==> src/rtl/seq_cmd_pkg.sv <==
// Shared types and constants for the sequence command transmitter.
// A frame is a fixed 4-bit preamble followed by the 4-bit delay payload, MSB first.
package seq_cmd_pkg;

    typedef enum logic [2:0] {
        IDLE,
        PRE,
        PAY,
        WAIT_DONE,
        ACK
    } state_t;

    localparam logic [3:0] PREAMBLE = 4'b1101;
    localparam int         PRE_LEN  = 4;
    localparam int         PAY_LEN  = 4;

    // Positions 0..3 are preamble bits, 4..7 payload bits; both are sent MSB first.
    function automatic logic frame_bit(input logic [2:0] idx, input logic [3:0] payload);
        logic [1:0] pos;
        pos = ~idx[1:0];
        return idx[2] ? payload[pos] : PREAMBLE[pos];
    endfunction

endpackage

==> src/rtl/seq_cmd_timeout.sv <==
// Cycle counter for the WAIT_DONE state.
// expired is high during the TIMEOUT-th enabled cycle after a clear.
module seq_cmd_timeout #(
    parameter int TIMEOUT = 64
) (
    input  logic clk,
    input  logic clear,
    input  logic enable,
    output logic expired
);

    localparam int            W    = $clog2(TIMEOUT);
    localparam logic [W-1:0]  LAST = W'(TIMEOUT - 1);

    logic [W-1:0] count;

    // Saturates at LAST so a stalled enable can never wrap back to zero.
    always_ff @(posedge clk) begin
        if (clear) begin
            count <= '0;
        end else if (enable && !expired) begin
            count <= count + W'(1);
        end
    end

    assign expired = (count == LAST);

endmodule

==> src/rtl/seq_cmd_tx.sv <==
// Sends a preamble plus captured delay value serially, then waits for done and
// answers with a one-cycle ack, or gives up with a one-cycle timeout pulse.
module seq_cmd_tx
    import seq_cmd_pkg::*;
#(
    parameter int TIMEOUT = 64
) (
    input  logic       clk,
    input  logic       reset,
    input  logic       start,
    input  logic [3:0] delay,
    input  logic       done,
    output logic       data,
    output logic       ack,
    output logic       busy,
    output logic       timeout
);

    localparam logic [2:0] LAST_PRE = 3'(PRE_LEN - 1);
    localparam logic [2:0] LAST_PAY = 3'(PRE_LEN + PAY_LEN - 1);

    state_t     state, next_state;
    logic [2:0] bit_idx, next_idx;
    logic [3:0] cap, next_cap;
    logic       next_data;
    logic       next_timeout;
    logic       cnt_clear;
    logic       cnt_en;
    logic       expired;

    always_ff @(posedge clk) begin
        if (reset) begin
            state   <= IDLE;
            bit_idx <= '0;
            cap     <= '0;
            data    <= 1'b0;
            timeout <= 1'b0;
        end else begin
            state   <= next_state;
            bit_idx <= next_idx;
            cap     <= next_cap;
            data    <= next_data;
            timeout <= next_timeout;
        end
    end

    // data is registered, so each branch computes the bit for the state being entered.
    always_comb begin
        next_state   = state;
        next_idx     = bit_idx;
        next_cap     = cap;
        next_data    = 1'b0;
        next_timeout = 1'b0;
        cnt_clear    = 1'b1;
        cnt_en       = 1'b0;

        case (state)
            IDLE: begin
                if (start) begin
                    next_state = PRE;
                    next_idx   = '0;
                    next_cap   = delay;
                    next_data  = frame_bit(3'd0, delay);
                end
            end
            PRE: begin
                next_idx  = bit_idx + 3'd1;
                next_data = frame_bit(next_idx, cap);
                if (bit_idx == LAST_PRE) begin
                    next_state = PAY;
                end
            end
            PAY: begin
                if (bit_idx == LAST_PAY) begin
                    next_state = WAIT_DONE;
                    next_idx   = '0;
                end else begin
                    next_idx  = bit_idx + 3'd1;
                    next_data = frame_bit(next_idx, cap);
                end
            end
            WAIT_DONE: begin
                cnt_clear = 1'b0;
                cnt_en    = 1'b1;
                // done is checked first so it wins over a coincident expiry.
                if (done) begin
                    next_state = ACK;
                end else if (expired) begin
                    next_state   = IDLE;
                    next_timeout = 1'b1;
                end
            end
            ACK: begin
                next_state = IDLE;
            end
            default: begin
                next_state = IDLE;
            end
        endcase
    end

    assign busy = (state != IDLE);
    assign ack  = (state == ACK);

    seq_cmd_timeout #(
        .TIMEOUT(TIMEOUT)
    ) u_timer (
        .clk    (clk),
        .clear  (cnt_clear | reset),
        .enable (cnt_en),
        .expired(expired)
    );

endmodule
==> config.mk <==
export PLATFORM = sky130hd
export DESIGN_NAME = seq_cmd_tx
export DESIGN_NICKNAME = d
export VERILOG_FILES = /design/src/rtl/seq_cmd_pkg.sv /design/src/rtl/seq_cmd_timeout.sv /design/src/rtl/seq_cmd_tx.sv
export SDC_FILE = /design/constraint.sdc
export NUM_CORES = 1
export LEC_CHECK = 0
export ABC_CLOCK_PERIOD_IN_PS = 1800
export BUFFER_PORTS_ARGS = -buffer_cell sky130_fd_sc_hd__buf_2
export CAP_MARGIN = 5
export CELL_PAD_IN_SITES_DETAIL_PLACEMENT = 0
export CELL_PAD_IN_SITES_GLOBAL_PLACEMENT = 2
export CORE_MARGIN = 4
export CORE_UTILIZATION = 34
export DETAILED_ROUTE_END_ITERATION = 10
export GPL_ROUTABILITY_DRIVEN = 0
export PLACE_DENSITY = 0.8
export SLEW_MARGIN = 20
export SYNTH_ARGS = -nofsm -noshare
export SYNTH_HDL_FRONTEND = slang
export SYNTH_HIERARCHICAL = 1
export SYNTH_SLANG_ARGS = --single-unit
==> constraint.sdc <==
create_clock -name clk -period 1.8 [get_ports clk]
set_clock_uncertainty 0.05 [all_clocks]
set_input_delay 0.18 -clock clk [delete_from_list [all_inputs] [get_ports clk]]
set_output_delay 0.18 -clock clk [all_outputs]
set_load 0.02 [all_outputs]
==> results of run 1 <==
-- state kept, by name, summed over array words and instances, names as in the netlist --
register	count
bit_idx	3
timeout	1
cap	4
data	1
state	3
u_timer/count	6
-- layout make-up --
class	instances	area, um2	share of cell area
Inverter	7	26.28	0.02336
Multi-Input combinational cell	75	560.5	0.4983
Clock buffer	3	22.52	0.02002
Sequential cell	18	361.6	0.3215
Tap cell	31	38.79	0.03448
Timing Repair Buffer	19	115.1	0.1023
-- stage by stage --
stage                     std cells  utilization
after floorplan                 105            -
after global placement          150       0.3993
after detailed placement        150       0.3993
after CTS                       153       0.4074
after global routing            153       0.4079
final                           153       0.4079
-- cell families after synthesis --
group           count (synthesis)  share of synthesized area
fa+ha+maj                       5                    0.06410
buf+inv                        12                    0.05641
simple gates                   42                     0.2577
compound gates                 21                     0.1500
mux                             7                     0.1026
flops                          18                     0.3692
-- power groups by stage --
stage	Clock, W	Sequential (W)	Combinational (W)
after floorplan	0	0.000430	0.0000502
after global placement	0	0.000429	0.0000749
after detailed placement	0	0.000429	0.0000769
after CTS	0.000217	0.000420	0.0000773
after global routing	0.000229	0.000422	0.0000865
final	0.000198	0.000420	0.0000770
-- synth_stat cells, types with 2 or more instances --
| cell | instances | share of area |
|---|---|---|
| sky130_fd_sc_hd__a21oi_1 | 6 | 0.031 |
| sky130_fd_sc_hd__a31oi_1 | 2 | 0.013 |
| sky130_fd_sc_hd__and2_1 | 2 | 0.013 |
| sky130_fd_sc_hd__buf_2 | 2 | 0.010 |
| sky130_fd_sc_hd__buf_4 | 2 | 0.015 |
| sky130_fd_sc_hd__dfxtp_1 | 18 | 0.37 |
| sky130_fd_sc_hd__ha_1 | 5 | 0.064 |
| sky130_fd_sc_hd__inv_1 | 7 | 0.027 |
| sky130_fd_sc_hd__mux2i_1 | 4 | 0.041 |
| sky130_fd_sc_hd__nand2_1 | 5 | 0.019 |
| sky130_fd_sc_hd__nand3_1 | 2 | 0.010 |
| sky130_fd_sc_hd__nand4_1 | 2 | 0.013 |
| sky130_fd_sc_hd__nor2_1 | 12 | 0.046 |
| sky130_fd_sc_hd__nor2b_1 | 2 | 0.013 |
| sky130_fd_sc_hd__nor3_1 | 3 | 0.015 |
| sky130_fd_sc_hd__nor3b_1 | 5 | 0.038 |
| sky130_fd_sc_hd__o21ai_0 | 2 | 0.010 |
| sky130_fd_sc_hd__o311ai_1 | 2 | 0.018 |
| sky130_fd_sc_hd__or3_1 | 2 | 0.013 |
-- repair_timing --
action / 4_1_cts / 5_1_grt
endpoints found under the setup margin: 0 / 1
hold buffers: 0 / 0
gates resized for setup: 0 / 1
endpoints found under the hold margin: 0 / 0
-- layout by cell type, fill, tap and decap left out, types with 4 or more instances in the layout --
cell / instances
sky130_fd_sc_hd__a21oi_1: 6
sky130_fd_sc_hd__buf_2: 11
sky130_fd_sc_hd__buf_4: 8
sky130_fd_sc_hd__dfxtp_1: 17
sky130_fd_sc_hd__ha_1: 5
sky130_fd_sc_hd__inv_1: 7
sky130_fd_sc_hd__mux2i_1: 4
sky130_fd_sc_hd__nand2_1: 5
sky130_fd_sc_hd__nor2_1: 12
sky130_fd_sc_hd__nor3b_1: 5
-- worst max path at each step --
stage                             startpoint                             to  slack (ns)  depth (start not counted)
3_3_place_gp   u_timer/count[0]$_SDFFE_PP0P_          state[0]$_SDFFE_PP0P_        0.17                          6
3_5_place_dp   u_timer/count[0]$_SDFFE_PP0P_          state[0]$_SDFFE_PP0P_        0.12                          6
2_1_floorplan  u_timer/count[0]$_SDFFE_PP0P_          state[0]$_SDFFE_PP0P_        0.17                          6
6_report       u_timer/count[1]$_SDFFE_PP0P_          state[0]$_SDFFE_PP0P_        0.15                          6
5_1_grt                state[1]$_SDFFE_PP0P_  u_timer/count[5]$_SDFFE_PP0P_        0.04                          5
4_1_cts        u_timer/count[0]$_SDFFE_PP0P_          state[0]$_SDFFE_PP0P_        0.09                          6
-- routing by layer --
layer / up-vias / share of wire
met1: 373 / 0.51
met5: - / 0
met4: 0 / 0.0072
li1: 421 / -
met3: 2 / 0.063
met2: 22 / 0.42
==> out/metrics.cfg, run 1 <==
[clocking]
cts_inserted_buffers = 3
clock_latency_ns = 0.29
clk_pin_slew_worst_paths_ns = 0.10
clk_root_buffer_cell = sky130_fd_sc_hd__clkbuf_4
clkSinkCount = 18
cts_tree = done
clockBufferDepth = 2
post_cts_setup_buffer_count = 0
cts-htree-levels = 1

[yosys]
syn_area_per_cell_um2 = 9.295
total_of_flip_flops_plus_latches_after_synthesis = 18
synth_sequential_area_ratio = 0.3692
synthDistinctLibCells = 39
post_synthesis_instance_area_um2 = 975.9
synth_edf_count = 0
yosys_most_used_dff = sky130_fd_sc_hd__dfxtp_1
yosysWarnings = 6
asyncSetResetFlopFracSynth = 0
synthCells = 105
postSynthNetCount = 118

[critical_path]
worstPathMaxFanout = 4
critical_path.endpoint_type = flip-flop
critPathLaunchType = flip-flop
cp_slowest_cell = sky130_fd_sc_hd__mux4_1
setup.worst_path.class = reg -> reg
cp.arrival_ns = 1.79
worstReg2RegEnd = state[0]$_SDFFE_PP0P_
cpMostUsedCell = sky130_fd_sc_hd__nor2_1
worst-r2r-setup-slack_ns = 0.15
timing.critical_path.buf_inv = 0
regToRegStartpoint = u_timer/count[1]$_SDFFE_PP0P_
critPathMaxStageDelay_ns = 0.46
reg2reg_depth = 6
cp.required_ns = 1.94
critical_path.cell_chain = ha_1, nand2_1, nor2_1, nor2_1, mux4_1, and2_1
cp_top_family = multiplexers

[detailed_routing]
ant_nets = 0
via_count = 818
detail_route.drc_violations = 0
wire_per_inst_um = 12.68
route.detailed.vias_per_inst = 5.346
wl_mm = 1.940
detail_route.iter0.violations = 24
drt_pre_antenna_iters = 4

[final_layout]
layout.filler_cells = 283
fin_area_um2 = 1125
finish.net_count = 137
final_layout_size_suffix_gt1_frac = 0.2295
syn_to_final_growth_pct = 15.26
antenna-diode-count = 0

[floorplanning]
floorplan.initialDensity = 0.3539
die_width_um = 61.58
dieArea_um2 = 3791
floorplan.io_pins = 12
placement_rows = 19
fp.coreArea_um2 = 2758
die_y_um = 61.58

[power]
netSwitchingFraction = 0.2417
peakVddDrop_uv = 480.8
cellLeakagePower_nw = 0.4779
power.share.clock = 0.285
cellInternalPower_w = 0.0005271
p_total_w = 0.0006950
pwr-share-seq = 0.604
p_sw_w = 0.0001680
cellPowerDensity_nw_per_um2 = 617.9
share_comb_of_total_power = 0.111

[timing]
timing.final.setup_violations = 0
rsz_0062_raised_after_global_routing = false
max_freq_mhz = 607.2
final-hold-violation-count = 0
transition_time_at_the_pin_with_the_least_slew_margin_ns = 0.4879
finalWorstPathRequiredPeriod_ns = 1.647
finalCritPeriodShare = 0.9150
fin_hold_ws_ns = 0.02837
setup_ws_ns = 0.1530
timing.setup.tns_ns = 0
timing.final.max_slew_violations = 0
slew_headroom = 0.6733

[run_status]
status = complete, no violations

[min_path]
whs_path_depth = 2
timing.hold.worst.class = in -> reg
whs_endpoint = timeout$_SDFF_PP0_
timing.hold.worst.start = done

[global_routing]
grt_use_met1 = 0.1586
grt_overflow = 0
globalRouteMet3Util = 0.04403
busiest_layer = met2
first_pass_grt_wire_length_mm = 3.332
first_global_vias = 768
global_route.usage.total = 0.1208
gr-usage-met2 = 0.1898
antenna_found_initial = 0
grt_max_degree = 10

[placed_design]
pre_cts_slack_ns = 0.1181
placed_area_um2 = 1101
dp.final_hpwl_mm = 1.475
port-buffer-count = 11

[run]
maxCapViolCount = 0

(Power assumes the default switching activity.)
==> run 2, diff against run 1 <==
--- a/config.mk
+++ b/config.mk
@@ -5,16 +5,17 @@
 export SDC_FILE = /design/constraint.sdc
 export NUM_CORES = 1
 export LEC_CHECK = 0
+export ABC_AREA = 1
 export ABC_CLOCK_PERIOD_IN_PS = 1800
 export BUFFER_PORTS_ARGS = -buffer_cell sky130_fd_sc_hd__buf_2
 export CAP_MARGIN = 5
 export CELL_PAD_IN_SITES_DETAIL_PLACEMENT = 0
 export CELL_PAD_IN_SITES_GLOBAL_PLACEMENT = 2
 export CORE_MARGIN = 4
-export CORE_UTILIZATION = 34
+export CORE_UTILIZATION = 31
 export DETAILED_ROUTE_END_ITERATION = 10
 export GPL_ROUTABILITY_DRIVEN = 0
-export PLACE_DENSITY = 0.8
+export PLACE_DENSITY = 0.82
 export SLEW_MARGIN = 20
 export SYNTH_ARGS = -nofsm -noshare
 export SYNTH_HDL_FRONTEND = slang
==> run 2 against run 1 <==
Critical path depth shrank 1; clock power is essentially flat; core utilization shrank 4.1 points; non-clock buffer count shrank 8; design area grew 0.44%.
==> out/metrics.cfg, run 2 <==
[timing]
timing.final.setup_violations = 0  ; unchanged
rsz_0062_raised_after_global_routing = false
setup_ws_ns = 0.1893  ; +0.03630 ns
finalCritPeriodShare = 0.8949  ; -0.02016
transition_time_at_the_pin_with_the_least_slew_margin_ns = 0.3521  ; -0.1358 ns
timing.setup.tns_ns = 0  ; unchanged
max_freq_mhz = 620.8  ; +2.3%
final-hold-violation-count = 0  ; unchanged
fin_hold_ws_ns = 0.09468  ; +0.06632 ns
slew_headroom = 0.7650  ; +0.09167
timing.final.max_slew_violations = 0  ; unchanged
finalWorstPathRequiredPeriod_ns = 1.611  ; -0.03630 ns

[clocking]
post_cts_hold_buffer_count = 0  ; unchanged
clkSinkCount = 18  ; unchanged
clockBufferDepth = 2  ; unchanged
clock_latency_ns = 0.29  ; about the same
cts-htree-levels = 1  ; unchanged
cts_resized = 0  ; unchanged
post_cts_setup_buffer_count = 0  ; unchanged
cts_inserted_buffers = 3  ; unchanged
clk_pin_slew_worst_paths_ns = 0.11  ; about the same
cts_tree = done
clk_root_buffer_cell = sky130_fd_sc_hd__clkbuf_4

[floorplanning]
floorplan.initialDensity = 0.3252  ; -0.02870
floorplan.io_pins = 12  ; unchanged
die_y_um = 64.83  ; +5.3%
placement_rows = 20  ; +1
fp.coreArea_um2 = 3078  ; +12%
die_width_um = 64.83  ; +5.3%
dieArea_um2 = 4202  ; +11%

[yosys]
yosysWarnings = 6  ; unchanged
total_of_flip_flops_plus_latches_after_synthesis = 18  ; unchanged
post_synthesis_instance_area_um2 = 1001  ; +2.6%
yosysTopAreaCell = sky130_fd_sc_hd__dfxtp_1
ranking_of_synthesized_cells_by_area = sky130_fd_sc_hd__dfxtp_1, sky130_fd_sc_hd__nand2_1, sky130_fd_sc_hd__inv_1
yosys_most_used_dff = sky130_fd_sc_hd__dfxtp_1
leading_cell_type_by_number_of_instances_after_synthesis = sky130_fd_sc_hd__nand2_1
synth_edf_count = 0  ; unchanged
synthCells = 148  ; +41%
postSynthNetCount = 161  ; +36%
most_numerous_cell_types_in_the_synthesized_netlist = sky130_fd_sc_hd__nand2_1, sky130_fd_sc_hd__inv_1, sky130_fd_sc_hd__nor2_1, sky130_fd_sc_hd__dfxtp_1, sky130_fd_sc_hd__nand3_1
netlist.area_leader.share = 0.3600  ; -0.009231
asyncSetResetFlopFracSynth = 0  ; unchanged
synthDistinctLibCells = 22  ; -44%
syn_area_per_cell_um2 = 6.763  ; -27%
synth_sequential_area_ratio = 0.3600  ; -0.009231

[placed_design]
pre_cts_slack_ns = 0.2354  ; +0.1173 ns
dp.final_hpwl_mm = 1.578  ; +7.0%
placed_area_um2 = 1107  ; +0.57%
port-buffer-count = 11  ; unchanged

[detailed_routing]
detail_route.drc_violations = 0  ; unchanged
drt-met1-wl_mm = 1.102  ; +11%
detail_route.iter0.violations = 25  ; +4.2%
wl_met3_um = 81  ; -34%
route.detailed.vias_per_inst = 4.293  ; -20%
drt_pre_antenna_iters = 4  ; unchanged
ant_nets = 0  ; unchanged
wl_mm = 2.020  ; +4.1%
top_layer_used = met4
via_count = 880  ; +7.6%
wire_per_inst_um = 9.854  ; -22%
met2_wl_um = 820  ; +1.6%

[run]
maxCapViolCount = 0  ; unchanged

[power]
p_total_w = 0.001307  ; +88%
cellLeakagePower_nw = 0.5310  ; +11%
cellPowerDensity_nw_per_um2 = 1157  ; +87%
peakVddDrop_uv = 456.2  ; -5.1%

[critical_path]
setup.worst_path.class = reg -> out
critical_path.endpoint_type = output port
worstPathMaxFanout = 6  ; +2
critPathLaunchType = flip-flop
cp.arrival_ns = 1.38  ; -0.41 ns
regToRegStartpoint = u_timer/count[0]$_SDFFE_PP0P_
worstSetupStartpoint = state[1]$_SDFFE_PP0P_
cp.required_ns = 1.57  ; -0.37 ns

[global_routing]
first_pass_grt_wire_length_mm = 3.505  ; +5.2%
first_global_vias = 825  ; +7.4%
global_route.usage.total = 0.1041  ; -0.01672
grt_max_degree = 10  ; unchanged
grt_overflow = 0  ; unchanged
antenna_found_initial = 0  ; unchanged

[final_layout]
fin_area_um2 = 1130  ; +0.44%
largest_reg_flops = 6  ; unchanged
top_regs = u_timer/count (6), cap (4)
syn_to_final_growth_pct = 12.87
register_containing_the_most_flip_flops_in_the_final_layout = u_timer/count
finish.net_count = 176  ; +28%
final_layout_size_suffix_gt1_frac = 0.1925  ; -0.03696
antenna-diode-count = 0  ; unchanged
layout_commonest_cell = sky130_fd_sc_hd__nand2_1
most-common-layout-cells = sky130_fd_sc_hd__nand2_1, sky130_fd_sc_hd__nor2_1, sky130_fd_sc_hd__inv_1

[run_status]
status = complete, no violations

[min_path]
timing.hold.worst.class = in -> reg
timing.hold.worst.start = delay[3]

==> run 2: cell types whose count changed after synthesis, sizes merged, moves of 3 or more <==
cell   previous run  this run
nand3             3        12
o21ai             2         5
inv               7        23
buf               4         0
nor2             12        24
nand2             5        43
mux2i             4         0
nor3b             5         0
a21oi             6        10
==> run 2: critical path, cell delays in order (launching register included) <==
cell and delay [ns]:
sky130_fd_sc_hd__dfxtp_1 0.38, sky130_fd_sc_hd__nor2_1 0.26, sky130_fd_sc_hd__inv_2 0.09, sky130_fd_sc_hd__nor2_4 0.17, sky130_fd_sc_hd__inv_1 0.05, sky130_fd_sc_hd__buf_2 0.15
==> run 2: cells by family after synthesis <==
group	share of synthesized area
and+or+nand+nor	0.3862
DFF	0.3600
AOI/OAI and AO/OA	0.1013
buffers and inverters	0.08999
adders and majority gates	0.06250
==> run 2: metal layers <==
metal  global-route usage  vias to the layer above
met1               0.1438                      376
met2               0.1609                       10
met5                    0                        -
met4              0.02375                        0
met3              0.02773                        2
li1                     -                      492
==> run 2: report_power, final <==
| part | total [W] | switching, W | internal, W |
|---|---|---|---|
| combinational | 0.000572 | 0.000369 | 0.000203 |
| sequential | 0.000534 | 0.0000641 | 0.000470 |
| clock | 0.000200 | 0.000122 | 0.0000776 |
| total | 0.00131 | 0.000556 | 0.000751 |
==> run 2: area by class of cell <==
type | count | area (um2)
Sequential cell | 18 | 360.3
Inverter | 23 | 86.33
Tap cell | 44 | 55.05
Fill cell | 335 | 1948
Multi-Input combinational cell | 106 | 550.5
Clock buffer | 3 | 22.52
Timing Repair Buffer | 11 | 55.05
==> run 2: final timing paths <==
check / endpoint / slack [ns] / cells after the start
hold reg to reg: cap[3]$_SDFFE_PP0P_ / 0.43 / 2
hold / removal: cap[3]$_SDFFE_PP0P_ / 0.09 / 3
setup / recovery: busy / 0.19 / 5
setup reg to reg: state[1]$_SDFFE_PP0P_ / 0.22 / 12
==> run 2: through the flow <==
| step | utilization | instances |
|---|---|---|
| after floorplan | - | 148 |
| after global placement | 0.3598 | 202 |
| after detailed placement | 0.3598 | 202 |
| after CTS | 0.3671 | 205 |
| after global routing | 0.3671 | 205 |
| final | 0.3671 | 205 |
